==> config.mk <==
export PLATFORM = sky130hd
export DESIGN_NAME = cronometro_lap_flat
export DESIGN_NICKNAME = d
export VERILOG_FILES = /design/src/rtl/cronometro_lap_if.sv /design/src/rtl/cronometro_lap.sv /design/src/flat_wrapper.sv
export SDC_FILE = /design/constraint.sdc
export NUM_CORES = 1
export LEC_CHECK = 0
export BUFFER_PORTS_ARGS = -buffer_cell sky130_fd_sc_hd__buf_2
export CORE_UTILIZATION = 40
export DETAILED_ROUTE_END_ITERATION = 10
export MAX_ROUTING_LAYER = met4
export SLEW_MARGIN = 20
export SYNTH_ARGS = -nofsm -noshare
export SYNTH_HDL_FRONTEND = slang
export SYNTH_SLANG_ARGS = --single-unit
export TNS_END_PERCENT = 100
==> constraint.sdc <==
create_clock -name NEclk -period 2.89 [get_ports NEclk]
set_input_delay 0.289 -clock NEclk [delete_from_list [all_inputs] [get_ports NEclk]]
set_output_delay 0.289 -clock NEclk [all_outputs]
set_load 0.01 [all_outputs]
==> src/rtl/cronometro_lap_if.sv <==
// Control, preset and display signals of the cronometro_lap stopwatch core.
// The master side drives controls and presets; the slave (the core) drives the display.
interface cronometro_lap_if #(
  parameter int HR_BITS = 4
);
  logic               Enable;
  logic               Clear;
  logic               Load;
  logic               Down;
  logic               Lap;
  logic [9:0]         pre_ms;
  logic [5:0]         pre_s;
  logic [5:0]         pre_min;
  logic [HR_BITS-1:0] pre_hr;
  logic [9:0]         ms;
  logic [5:0]         s;
  logic [5:0]         min;
  logic [HR_BITS-1:0] hr;
  logic               lap_active;
  logic               done;
  logic               wrap;

  modport master (
    output Enable, Clear, Load, Down, Lap, pre_ms, pre_s, pre_min, pre_hr,
    input  ms, s, min, hr, lap_active, done, wrap
  );

  modport slave (
    input  Enable, Clear, Load, Down, Lap, pre_ms, pre_s, pre_min, pre_hr,
    output ms, s, min, hr, lap_active, done, wrap
  );
endinterface

==> src/rtl/cronometro_lap.sv <==
// Mixed-radix stopwatch/countdown (hr:min:s.ms) with tick prescaler, preset load,
// sticky countdown-done, rollover pulse and lap freeze. State moves on the falling clock edge.
module cronometro_lap #(
  parameter int DIV     = 1,
  parameter int HR_BITS = 4,
  parameter int HR_MOD  = 10
) (
  input  logic                  NEclk,
  input  logic                  Nreset,
  cronometro_lap_if.slave       bus
);

  localparam int                 PC_W    = (DIV > 1) ? $clog2(DIV) : 1;
  localparam logic [PC_W-1:0]    PC_LAST = PC_W'(DIV - 1);
  localparam logic [HR_BITS-1:0] HR_LAST = HR_BITS'(HR_MOD - 1);

  typedef struct packed {
    logic [HR_BITS-1:0] hr;
    logic [5:0]         min;
    logic [5:0]         s;
    logic [9:0]         ms;
  } time_t;

  time_t           cnt_q, cnt_d;
  time_t           lap_q, lap_d;
  time_t           preset, up_next, dn_next;
  logic [PC_W-1:0] pc_q, pc_d;
  logic            lap_active_q, lap_active_d;
  logic            done_q, done_d;
  logic            wrap_q, wrap_d;
  logic            up_wrap;
  logic            tick;

  assign tick = bus.Enable && (pc_q == PC_LAST);

  // Out-of-range presets saturate to the largest legal value of each field.
  assign preset.ms  = (bus.pre_ms  > 10'd999) ? 10'd999 : bus.pre_ms;
  assign preset.s   = (bus.pre_s   > 6'd59)   ? 6'd59   : bus.pre_s;
  assign preset.min = (bus.pre_min > 6'd59)   ? 6'd59   : bus.pre_min;
  assign preset.hr  = (bus.pre_hr  > HR_LAST) ? HR_LAST : bus.pre_hr;

  always_comb begin
    // NOTE: every variable written here gets a default first, so no path can infer a latch.
    up_next = cnt_q;
    up_wrap = 1'b0;
    if (cnt_q.ms != 10'd999) begin
      up_next.ms = cnt_q.ms + 10'd1;
    end else begin
      up_next.ms = '0;
      if (cnt_q.s != 6'd59) begin
        up_next.s = cnt_q.s + 6'd1;
      end else begin
        up_next.s = '0;
        if (cnt_q.min != 6'd59) begin
          up_next.min = cnt_q.min + 6'd1;
        end else begin
          up_next.min = '0;
          if (cnt_q.hr != HR_LAST) begin
            up_next.hr = cnt_q.hr + 1'b1;
          end else begin
            up_next.hr = '0;
            up_wrap    = 1'b1;
          end
        end
      end
    end
  end

  // Countdown saturates at zero; once ms, s and min are all zero, hr must be nonzero here.
  always_comb begin
    dn_next = cnt_q;
    if (cnt_q != '0) begin
      if (cnt_q.ms != '0) begin
        dn_next.ms = cnt_q.ms - 10'd1;
      end else begin
        dn_next.ms = 10'd999;
        if (cnt_q.s != '0) begin
          dn_next.s = cnt_q.s - 6'd1;
        end else begin
          dn_next.s = 6'd59;
          if (cnt_q.min != '0) begin
            dn_next.min = cnt_q.min - 6'd1;
          end else begin
            dn_next.min = 6'd59;
            dn_next.hr  = cnt_q.hr - 1'b1;
          end
        end
      end
    end
  end

  always_comb begin
    cnt_d        = cnt_q;
    lap_d        = lap_q;
    pc_d         = pc_q;
    lap_active_d = lap_active_q;
    done_d       = done_q;
    wrap_d       = 1'b0;

    // Lap samples the pre-edge live count, independent of any tick on the same edge.
    if (bus.Lap) begin
      if (!lap_active_q) begin
        lap_d        = cnt_q;
        lap_active_d = 1'b1;
      end else begin
        lap_active_d = 1'b0;
      end
    end

    if (bus.Clear) begin
      cnt_d        = '0;
      pc_d         = '0;
      done_d       = 1'b0;
      lap_active_d = 1'b0;
    end else if (bus.Load) begin
      cnt_d  = preset;
      pc_d   = '0;
      done_d = 1'b0;
    end else if (bus.Enable) begin
      pc_d = tick ? '0 : pc_q + 1'b1;
      if (tick) begin
        if (!bus.Down) begin
          cnt_d  = up_next;
          wrap_d = up_wrap;
        end else begin
          cnt_d = dn_next;
          if (dn_next == '0) done_d = 1'b1;
        end
      end
    end
  end

  always_ff @(negedge NEclk or negedge Nreset) begin
    if (!Nreset) begin
      cnt_q        <= '0;
      lap_q        <= '0;
      pc_q         <= '0;
      lap_active_q <= 1'b0;
      done_q       <= 1'b0;
      wrap_q       <= 1'b0;
    end else begin
      // NOTE: non-blocking assignments so every register samples pre-edge values of the others.
      cnt_q        <= cnt_d;
      lap_q        <= lap_d;
      pc_q         <= pc_d;
      lap_active_q <= lap_active_d;
      done_q       <= done_d;
      wrap_q       <= wrap_d;
    end
  end

  assign bus.ms         = lap_active_q ? lap_q.ms  : cnt_q.ms;
  assign bus.s          = lap_active_q ? lap_q.s   : cnt_q.s;
  assign bus.min        = lap_active_q ? lap_q.min : cnt_q.min;
  assign bus.hr         = lap_active_q ? lap_q.hr  : cnt_q.hr;
  assign bus.lap_active = lap_active_q;
  assign bus.done       = done_q;
  assign bus.wrap       = wrap_q;

endmodule

==> src/flat_wrapper.sv <==
// flat-port wrapper written by rule: the top's interface ports become plain ports
module cronometro_lap_flat 
#(
  parameter int DIV     = 1,
  parameter int HR_BITS = 4,
  parameter int HR_MOD  = 10
)
  (NEclk, Nreset, bus_Enable, bus_Clear, bus_Load, bus_Down, bus_Lap, bus_pre_ms, bus_pre_s, bus_pre_min, bus_pre_hr, bus_ms, bus_s, bus_min, bus_hr, bus_lap_active, bus_done, bus_wrap);
  cronometro_lap_if #(.HR_BITS(HR_BITS)) bus_i ();
  input  logic NEclk;
  input  logic Nreset;
  input wire logic [$bits(bus_i.Enable)-1:0] bus_Enable;
  input wire logic [$bits(bus_i.Clear)-1:0] bus_Clear;
  input wire logic [$bits(bus_i.Load)-1:0] bus_Load;
  input wire logic [$bits(bus_i.Down)-1:0] bus_Down;
  input wire logic [$bits(bus_i.Lap)-1:0] bus_Lap;
  input wire logic [$bits(bus_i.pre_ms)-1:0] bus_pre_ms;
  input wire logic [$bits(bus_i.pre_s)-1:0] bus_pre_s;
  input wire logic [$bits(bus_i.pre_min)-1:0] bus_pre_min;
  input wire logic [$bits(bus_i.pre_hr)-1:0] bus_pre_hr;
  output wire logic [$bits(bus_i.ms)-1:0] bus_ms;
  output wire logic [$bits(bus_i.s)-1:0] bus_s;
  output wire logic [$bits(bus_i.min)-1:0] bus_min;
  output wire logic [$bits(bus_i.hr)-1:0] bus_hr;
  output wire logic [$bits(bus_i.lap_active)-1:0] bus_lap_active;
  output wire logic [$bits(bus_i.done)-1:0] bus_done;
  output wire logic [$bits(bus_i.wrap)-1:0] bus_wrap;
  assign bus_i.Enable = bus_Enable;
  assign bus_i.Clear = bus_Clear;
  assign bus_i.Load = bus_Load;
  assign bus_i.Down = bus_Down;
  assign bus_i.Lap = bus_Lap;
  assign bus_i.pre_ms = bus_pre_ms;
  assign bus_i.pre_s = bus_pre_s;
  assign bus_i.pre_min = bus_pre_min;
  assign bus_i.pre_hr = bus_pre_hr;
  assign bus_ms = bus_i.ms;
  assign bus_s = bus_i.s;
  assign bus_min = bus_i.min;
  assign bus_hr = bus_i.hr;
  assign bus_lap_active = bus_i.lap_active;
  assign bus_done = bus_i.done;
  assign bus_wrap = bus_i.wrap;
  cronometro_lap #(.DIV(DIV), .HR_BITS(HR_BITS), .HR_MOD(HR_MOD)) u_core (.NEclk(NEclk), .Nreset(Nreset), .bus(bus_i));
endmodule
Word level (Yosys, flattened, before mapping)
Cells that the tools add are included.
- bits in registers: 56
- latch bits: 0
- RAM bits: 0
- ROM bits: 0
- input port bits: 33
- output and inout port bits: 29
- word-level logic and storage cells: 100
- memories: 0
- add/sub/neg operators: 9
- $mul: 0
- divide/modulo/power cells: 0
- $lt $le $gt $ge: 4
- equal/unequal tests: 7
- shift operators: 0
- multiplexer cells: 49
- bitwise logic cells: 2
- reduce and logical (&&, ||, !) cells: 17
- operator list (operator ; number):
    two-way mux 26 bit ; 6
    two-way mux 10 bit ; 6
    two-way mux 6 bit ; 8
    two-way mux 16 bit ; 2
    logical NOT 26 bit ; 1
    nonzero test 26 bit ; 1
    two-way mux 1 bit ; 22
    two-way mux 4 bit ; 5
    != test 4 bit, second input constant ; 4
    adder 6 x 1 -> 6 bit, second input constant ; 2
    greater-than comparator 6 bit, second input constant ; 2
    != test 6 bit, second input constant ; 2
    nonzero test 3 bit ; 4
    nonzero test 6 bit ; 2
    subtractor 6 x 1 -> 6 bit, second input constant ; 2
    adder 10 x 1 -> 10 bit, second input constant ; 1
    greater-than comparator 10 bit, second input constant ; 1
    != test 10 bit, second input constant ; 1
    nonzero test 10 bit ; 1
    subtractor 10 x 1 -> 10 bit, second input constant ; 1
    AND reduction 4 bit ; 2
    AND reduction 5 bit ; 1
    adder 4 x 1 -> 4 bit, second input constant ; 1
    greater-than comparator 4 bit, second input constant ; 1
    other kinds (7) ; 9

Longest topological paths before layout
Gate-level depths: netlist (run 1).
- depth in word-level cells: 12
- gate-level depth with buffers: 11
- gate-level depth less buffers: 9

==> results.json, run 1 <==
{
  "status": "finished with violations",
  "violations": "setup timing",
  "wirelength_met1_um": 6550,
  "synth_cell_types": 60,
  "synth_nets": 579,
  "dieArea_sq_mm": 0.0113,
  "setup_viol": 27,
  "core_sq_mm": 0.0104,
  "maxSlewViolCount": 0,
  "grt_pass1_wl_um": 21700,
  "grt_overflow_total": 0,
  "drtIter0Drc": 458,
  "place.port_buffers": 61,
  "io_pins": 62,
  "cts_tree": "done",
  "finalClockSkew_ns": 0.00618,
  "highest_layer": "met4",
  "hold_ws_ns": 0.430,
  "drc": 0,
  "die_h_um": 106,
  "wl_per_cell_um": 17.4,
  "diodes": 0,
  "cp-start-kind": "register",
  "synth-edff-count": 0,
  "synth_seq_area_share": 0.323,
  "syn_area_sq_mm": 0.00434,
  "die_w_um": 106,
  "track_usage": 0.250,
  "yosysWarningCount": 0,
  "synthFlopType": "dfrtn_1",
  "wl_met2_um": 5970,
  "via_per_inst": 5.76,
  "leakage_nw": 2.59,
  "final_cell_mix": "81 x buf_4, 61 x nand2_1, 56 x dfrtn_1",
  "wl_met3_um": 994,
  "finalWeightedCongestion": 0.896,
  "cts_buffers": 5,
  "drt_wl_total_um": 13700,
  "synth_top_area_frac": 0.323,
  "final_common_cell": "buf_4",
  "critPathKind": "register to output port",
  "synth.largest_area_cell": "dfrtn_1",
  "rsz0062_at_grt": "yes",
  "power_density_mw_per_mm2": 456,
  "via_count": 4537,
  "finalHoldViolCount": 0,
  "grt_max_degree": 57,
  "power_mw": 2.61,
  "path_max_fanout": 5,
  "place_inst": 772,
  "area_growth_syn_to_layout_pct": 32.0,
  "cts.path.max_buffers": 2,
  "dp_slack_ns": -0.220,
  "ant_nets": 0,
  "relSlewSlack": 0.626,
  "clkSinkCount": 56,
  "root_buffer": "clkbuf_8",
  "cts_max_level": 2,
  "avgSynthCellArea_sq_um": 8.11,
  "synthArstFlopShare": 1.00,
  "tightest_slew_ns": 0.556,
  "grt_pass1_vias": 4075,
  "ir_drop_v": 0.000287,
  "cp-end-kind": "output port",
  "finalNetCount": 695,
  "worstSkewPairLatency_ns": 0.31,
  "post-dp-hpwl_um": 10300,
  "maxCapViolCount": 0,
  "holdCritPathClass": "register to register",
  "drtPass1Iterations": 5,
  "clk_pin_slew_ns": 0.07,
  "fin_ws_ns": -0.307,
  "stdcell_count": 787,
  "synth_area_leaders": "dfrtn_1 32%, mux2_2 8.0%, o21ai_0 7.0%",
  "fp-row-count": 37,
  "arrival_ns": 2.91,
  "start_util": 0.416,
  "syn_inst": 535,
  "layout-drive-gt1-share": 0.347,
  "required_ns": 2.60,
  "synth_seq_cells": 56,
  "antenna_found_initial": 0
}
==> per-stage QoR <==
stage	instance area, sq um	setup TNS, ns	util
after detailed placement	5300	-3.54	0.509
after floorplan	4410	-0.416	-
after CTS	5520	-5.51	0.530
after global routing	5730	-7.76	0.550
after global placement	5300	-2.42	0.509
final	5730	-6.49	0.550
==> layer usage <==
metal / vias up / GRT usage
li1: 2171 / -
met4: 0 / 0.0496
met1: 2184 / 0.385
met5: - / -
met2: 166 / 0.352
met3: 16 / 0.0258
==> cell usage after synthesis, types with 5 or more instances <==
| master | n |
|---|---|
| ha_1 | 11 |
| nand2_1 | 69 |
| dfrtn_1 | 56 |
| nand3_1 | 16 |
| a22o_1 | 5 |
| clkbuf_1 | 30 |
| o21ai_0 | 61 |
| nor3_1 | 19 |
| mux2_2 | 31 |
| nand4b_1 | 5 |
| o31ai_1 | 5 |
| a21oi_1 | 29 |
| and3_1 | 5 |
| inv_1 | 21 |
| xnor2_1 | 8 |
| buf_2 | 6 |
| a31oi_1 | 11 |
| nand4_1 | 9 |
| nor4b_1 | 6 |
| a221oi_1 | 8 |
| nand2b_1 | 7 |
| nor2_1 | 37 |
| xor2_1 | 7 |
==> critical path: stages, from the launching register on <==
cell	delay [ns]
dfrtn_1	0.45
buf_6	0.14
buf_8	0.13
mux2_4	0.31
buf_6	0.12
==> state kept, by name, summed over array words and instances, names as in the netlist <==
name	flops
u_core.cnt_q	26
u_core.bus.lap_active	1
u_core.pc_q	1
u_core.lap_q	26
u_core.bus.wrap	1
u_core.bus.done	1
==> worst paths after layout <==
kind,startpoint,end,slack (ns),depth (start not counted)
worst max register to register,u_core.cnt_q[0],u_core.cnt_q[15],0.15,9
worst min-delay path,u_core.lap_q[10],u_core.lap_q[10],0.43,2
worst min register to register,u_core.lap_q[10],u_core.lap_q[10],0.43,2
min in group asynchronous,Nreset,u_core.lap_q[6],1.30,2
max in group asynchronous,Nreset,u_core.cnt_q[14],1.29,2
worst max-delay path,u_core.bus.lap_active,bus_min[2],-0.31,4
==> kinds of logic (layout without fill, tap and decap cells) <==
family | after synthesis | in the layout | synth area share
AO/OA/AOI/OAI | 155 | 155 | 0.229
XOR/XNOR | 15 | 15 | 0.0303
adder cells (fa/ha/maj) | 11 | 11 | 0.0317
buffers and inverters | 64 | 180 | 0.0641
flip-flops | 56 | 56 | 0.323
multiplexers | 34 | 34 | 0.0874
AND/OR/NAND/NOR | 200 | 200 | 0.234
==> power breakdown <==
part	leakage (nW)	internal, mW	switching, mW	total (mW)
clock	0.0642	0.342	0.275	0.617
sequential	0.738	0.884	0.0731	0.958
combinational	1.79	0.482	0.557	1.04
total	2.59	1.71	0.905	2.61
==> timing repair <==
item / CTS / global route
resized for setup: 20 / 57
setup endpoints to repair: 26 / 31
gates cloned: 0 / 3
buffers inserted: 1 / 4
hold buffers: 0 / 0
pin swaps: 0 / 2
==> cell type report <==
cell class / instances / area [sq um]
multi-input cells: 415 / 2810
well taps: 136 / 170
clock buffers: 5 / 68.8
fillers: 961 / 4690
repair buffers: 152 / 1130
inverters: 21 / 78.8
clock inverters: 2 / 60.1
flip-flops and latches: 56 / 1400
Power figures use the tool's default switching activity.
==> run 2: changes to the inputs <==
--- a/config.mk
+++ b/config.mk
@@ -8,4 +8,5 @@
 export BUFFER_PORTS_ARGS = -buffer_cell sky130_fd_sc_hd__buf_2
 export CORE_UTILIZATION = 40
+export CTS_CLUSTER_SIZE = 14
 export DETAILED_ROUTE_END_ITERATION = 10
 export MAX_ROUTING_LAYER = met4
==> constraint.sdc (replaced) <==
create_clock -name NEclk -period 2.89 [get_ports NEclk]
set_input_delay 0 -clock NEclk [delete_from_list [all_inputs] [get_ports NEclk]]
set_output_delay 0 -clock NEclk [all_outputs]
set_load 0.005 [all_outputs]
==> run 2 against run 1 <==
- the flow now finishes without violations
- sequential power up 2%
- hold slack worse by 0.0017 ns
- cell count down 3.8%
- first-iteration DRC count down 8.3%
- final area down 8.2%
- critical endpoint is now bus_ms[3]
- core utilization down 4.5 points
- clock power down 22%
- clock skew about the same
- global-route usage down 0.62 points
- highest routed layer unchanged
- critical path depth down 1
- non-clock buffer count down 31
- largest power group is now sequential cells
==> results.json, run 2 (synthesis gave the netlist of run 1 again) <==
{
  "io_pins": 62,
  "arrival_ns": 2.89,
  "cts_tree": "done",
  "largest_registers": "u_core.cnt_q x26, u_core.lap_q x26",
  "worstSkewPairLatency_ns": 0.32,
  "rsz0062_at_grt": "yes",
  "drc": 0,
  "cts.path.max_buffers": 2,
  "antenna_found_initial": 0,
  "dieArea_sq_mm": 0.0113,
  "postLayoutCoreUtil": 0.505,
  "post-dp-hpwl_um": 9760,
  "grt_pass1_vias": 4082,
  "r2r_cells": 9,
  "layout-drive-gt1-share": 0.287,
  "cts_buffers": 5,
  "maxSlewViolCount": 0,
  "final.setup.tns_ns": 0,
  "cp-start-kind": "register",
  "final_cell_mix": "69 x nand2_1, 61 x buf_2, 60 x o21ai_0",
  "drtPass1Iterations": 5,
  "power_density_mw_per_mm2": 441,
  "tightest_slew_ns": 0.588,
  "cts_max_level": 2,
  "core_sq_mm": 0.0104,
  "r2r_start": "u_core.cnt_q[0]",
  "holdCritPathClass": "register to register",
  "hold_path_depth": 2,
  "clkPwrFrac": 0.207,
  "p_seq_frac": 0.421,
  "rr_endpoint": "u_core.bus.done",
  "p_int_mw": 1.47,
  "clkSinkCount": 56,
  "via_per_inst": 5.73,
  "critical_path.cell_chain": "buf_4, mux2_2, buf_2",
  "required_ns": 2.89,
  "track_usage": 0.244,
  "die_w_um": 106,
  "finalClockSkew_ns": 0.00608,
  "critPathKind": "register to output port",
  "area_growth_syn_to_layout_pct": 21.3,
  "min_to": "u_core.lap_q[1]",
  "cp-end-kind": "output port",
  "finalNetCount": 664,
  "ant_nets": 0,
  "diodes": 0,
  "clk_pin_slew_ns": 0.07,
  "grt_overflow_total": 0,
  "setup_viol": 0,
  "drtIter0Drc": 420,
  "hp-start": "u_core.lap_q[1]",
  "via_count": 4341,
  "combPwrFrac": 0.373,
  "die_h_um": 106,
  "reg2reg_slack_ns": 0.10,
  "finalHoldViolCount": 0,
  "start_util": 0.416,
  "grt_pass1_wl_um": 21300,
  "leakage_nw": 2.33,
  "crit_slowest_cell": "dfrtn_1",
  "fp-row-count": 37,
  "place.port_buffers": 61,
  "max_stage_delay_ns": 0.43,
  "root_buffer": "clkbuf_8",
  "final_common_cell": "nand2_1",
  "power_switching_uw": 855,
  "ir_drop_v": 0.000188,
  "status": "finished clean",
  "netSwitchingFraction": 0.368,
  "hold_ws_ns": 0.429,
  "multi_input_area_sq_mm": 0.00270,
  "n_fill_cell": 1027,
  "finalWeightedCongestion": 0.912,
  "wl_per_cell_um": 16.9,
  "relSlewSlack": 0.604,
  "ff_latch_area_sq_mm": 0.00140,
  "hold_buffers": 0,
  "grt_max_degree": 57,
  "path_max_fanout": 13,
  "maxCapViolCount": 0,
  "drt_wl_total_um": 12800
}
run 2: changes by cell type in the layout (fill, tap and decap cells not counted), sizes merged:
cell	before	now
clkinvlp	0	2
bufinv	2	0
buf	152	121
clkbuf	5	6
run 2: timing repair:
| action | 4_1_cts | 5_1_grt |
|---|---|---|
| endpoints found under the setup margin | 6 | 23 |
| setup buffers | 0 | 1 |
| resized for setup | 1 | 5 |
run 2: worst max path at each step:
stage | depth (start not counted) | from | slack (ns) | endpoint
2_1_floorplan | 8 | bus_Load | 0.008 | u_core.cnt_q[23]
3_3_place_gp | 10 | u_core.cnt_q[0] | 0.07 | u_core.bus.done
3_5_place_dp | 8 | bus_Enable | 0.04 | u_core.cnt_q[23]
4_1_cts | 3 | u_core.bus.lap_active | 0.003 | bus_ms[3]
5_1_grt | 3 | u_core.bus.lap_active | -0.04 | bus_ms[8]
6_report | 3 | u_core.bus.lap_active | 0.005 | bus_ms[3]
run 2: area by class of cell:
type | instances | share of cell area
Inverter | 21 | 0.0150
Multi-Input combinational cell | 415 | 0.514
Clock inverter | 2 | 0.00286
Timing Repair Buffer | 121 | 0.154
Sequential cell | 56 | 0.266
Tap cell | 136 | 0.0324
Clock buffer | 6 | 0.0157
run 2: routing by layer:
layer  GRT usage  part of all wire  vias to the layer above
met3      0.0258             0.055                        8
li1            -                 -                     2114
met2       0.356              0.44                      160
met1       0.368              0.50                     2059
met5           -                 0                        -
met4      0.0407            0.0073                        0
run 2: power by group through the flow:
stage / combinational [mW] / clock [mW] / sequential [mW]
5_1_grt: 0.958 / 0.514 / 0.991
2_1_floorplan: 0.550 / 0 / 0.952
4_1_cts: 0.850 / 0.497 / 0.975
6_report: 0.865 / 0.480 / 0.977
3_3_place_gp: 0.832 / 0 / 0.981
3_5_place_dp: 0.844 / 0 / 0.989
run 2: critical path, delay by kind of cell, from the launching register on:
family / cells / cell delay (ns)
DFF: 1 / 0.43
buffers and inverters: 2 / 0.33
muxes: 1 / 0.36
run 2: through the flow:
| step | instance area [sq um] | instances | power [mW] | setup WS, ns |
|---|---|---|---|---|
| after floorplan | 4350 | 535 | 1.50 | 0.00799 |
| final | 5260 | 757 | 2.32 | 0.00487 |
| after detailed placement | 5120 | 748 | 1.83 | 0.0406 |
| after global routing | 5260 | 757 | 2.46 | -0.0427 |
| after CTS | 5220 | 756 | 2.32 | 0.00322 |
| after global placement | 5120 | 748 | 1.81 | 0.0654 |
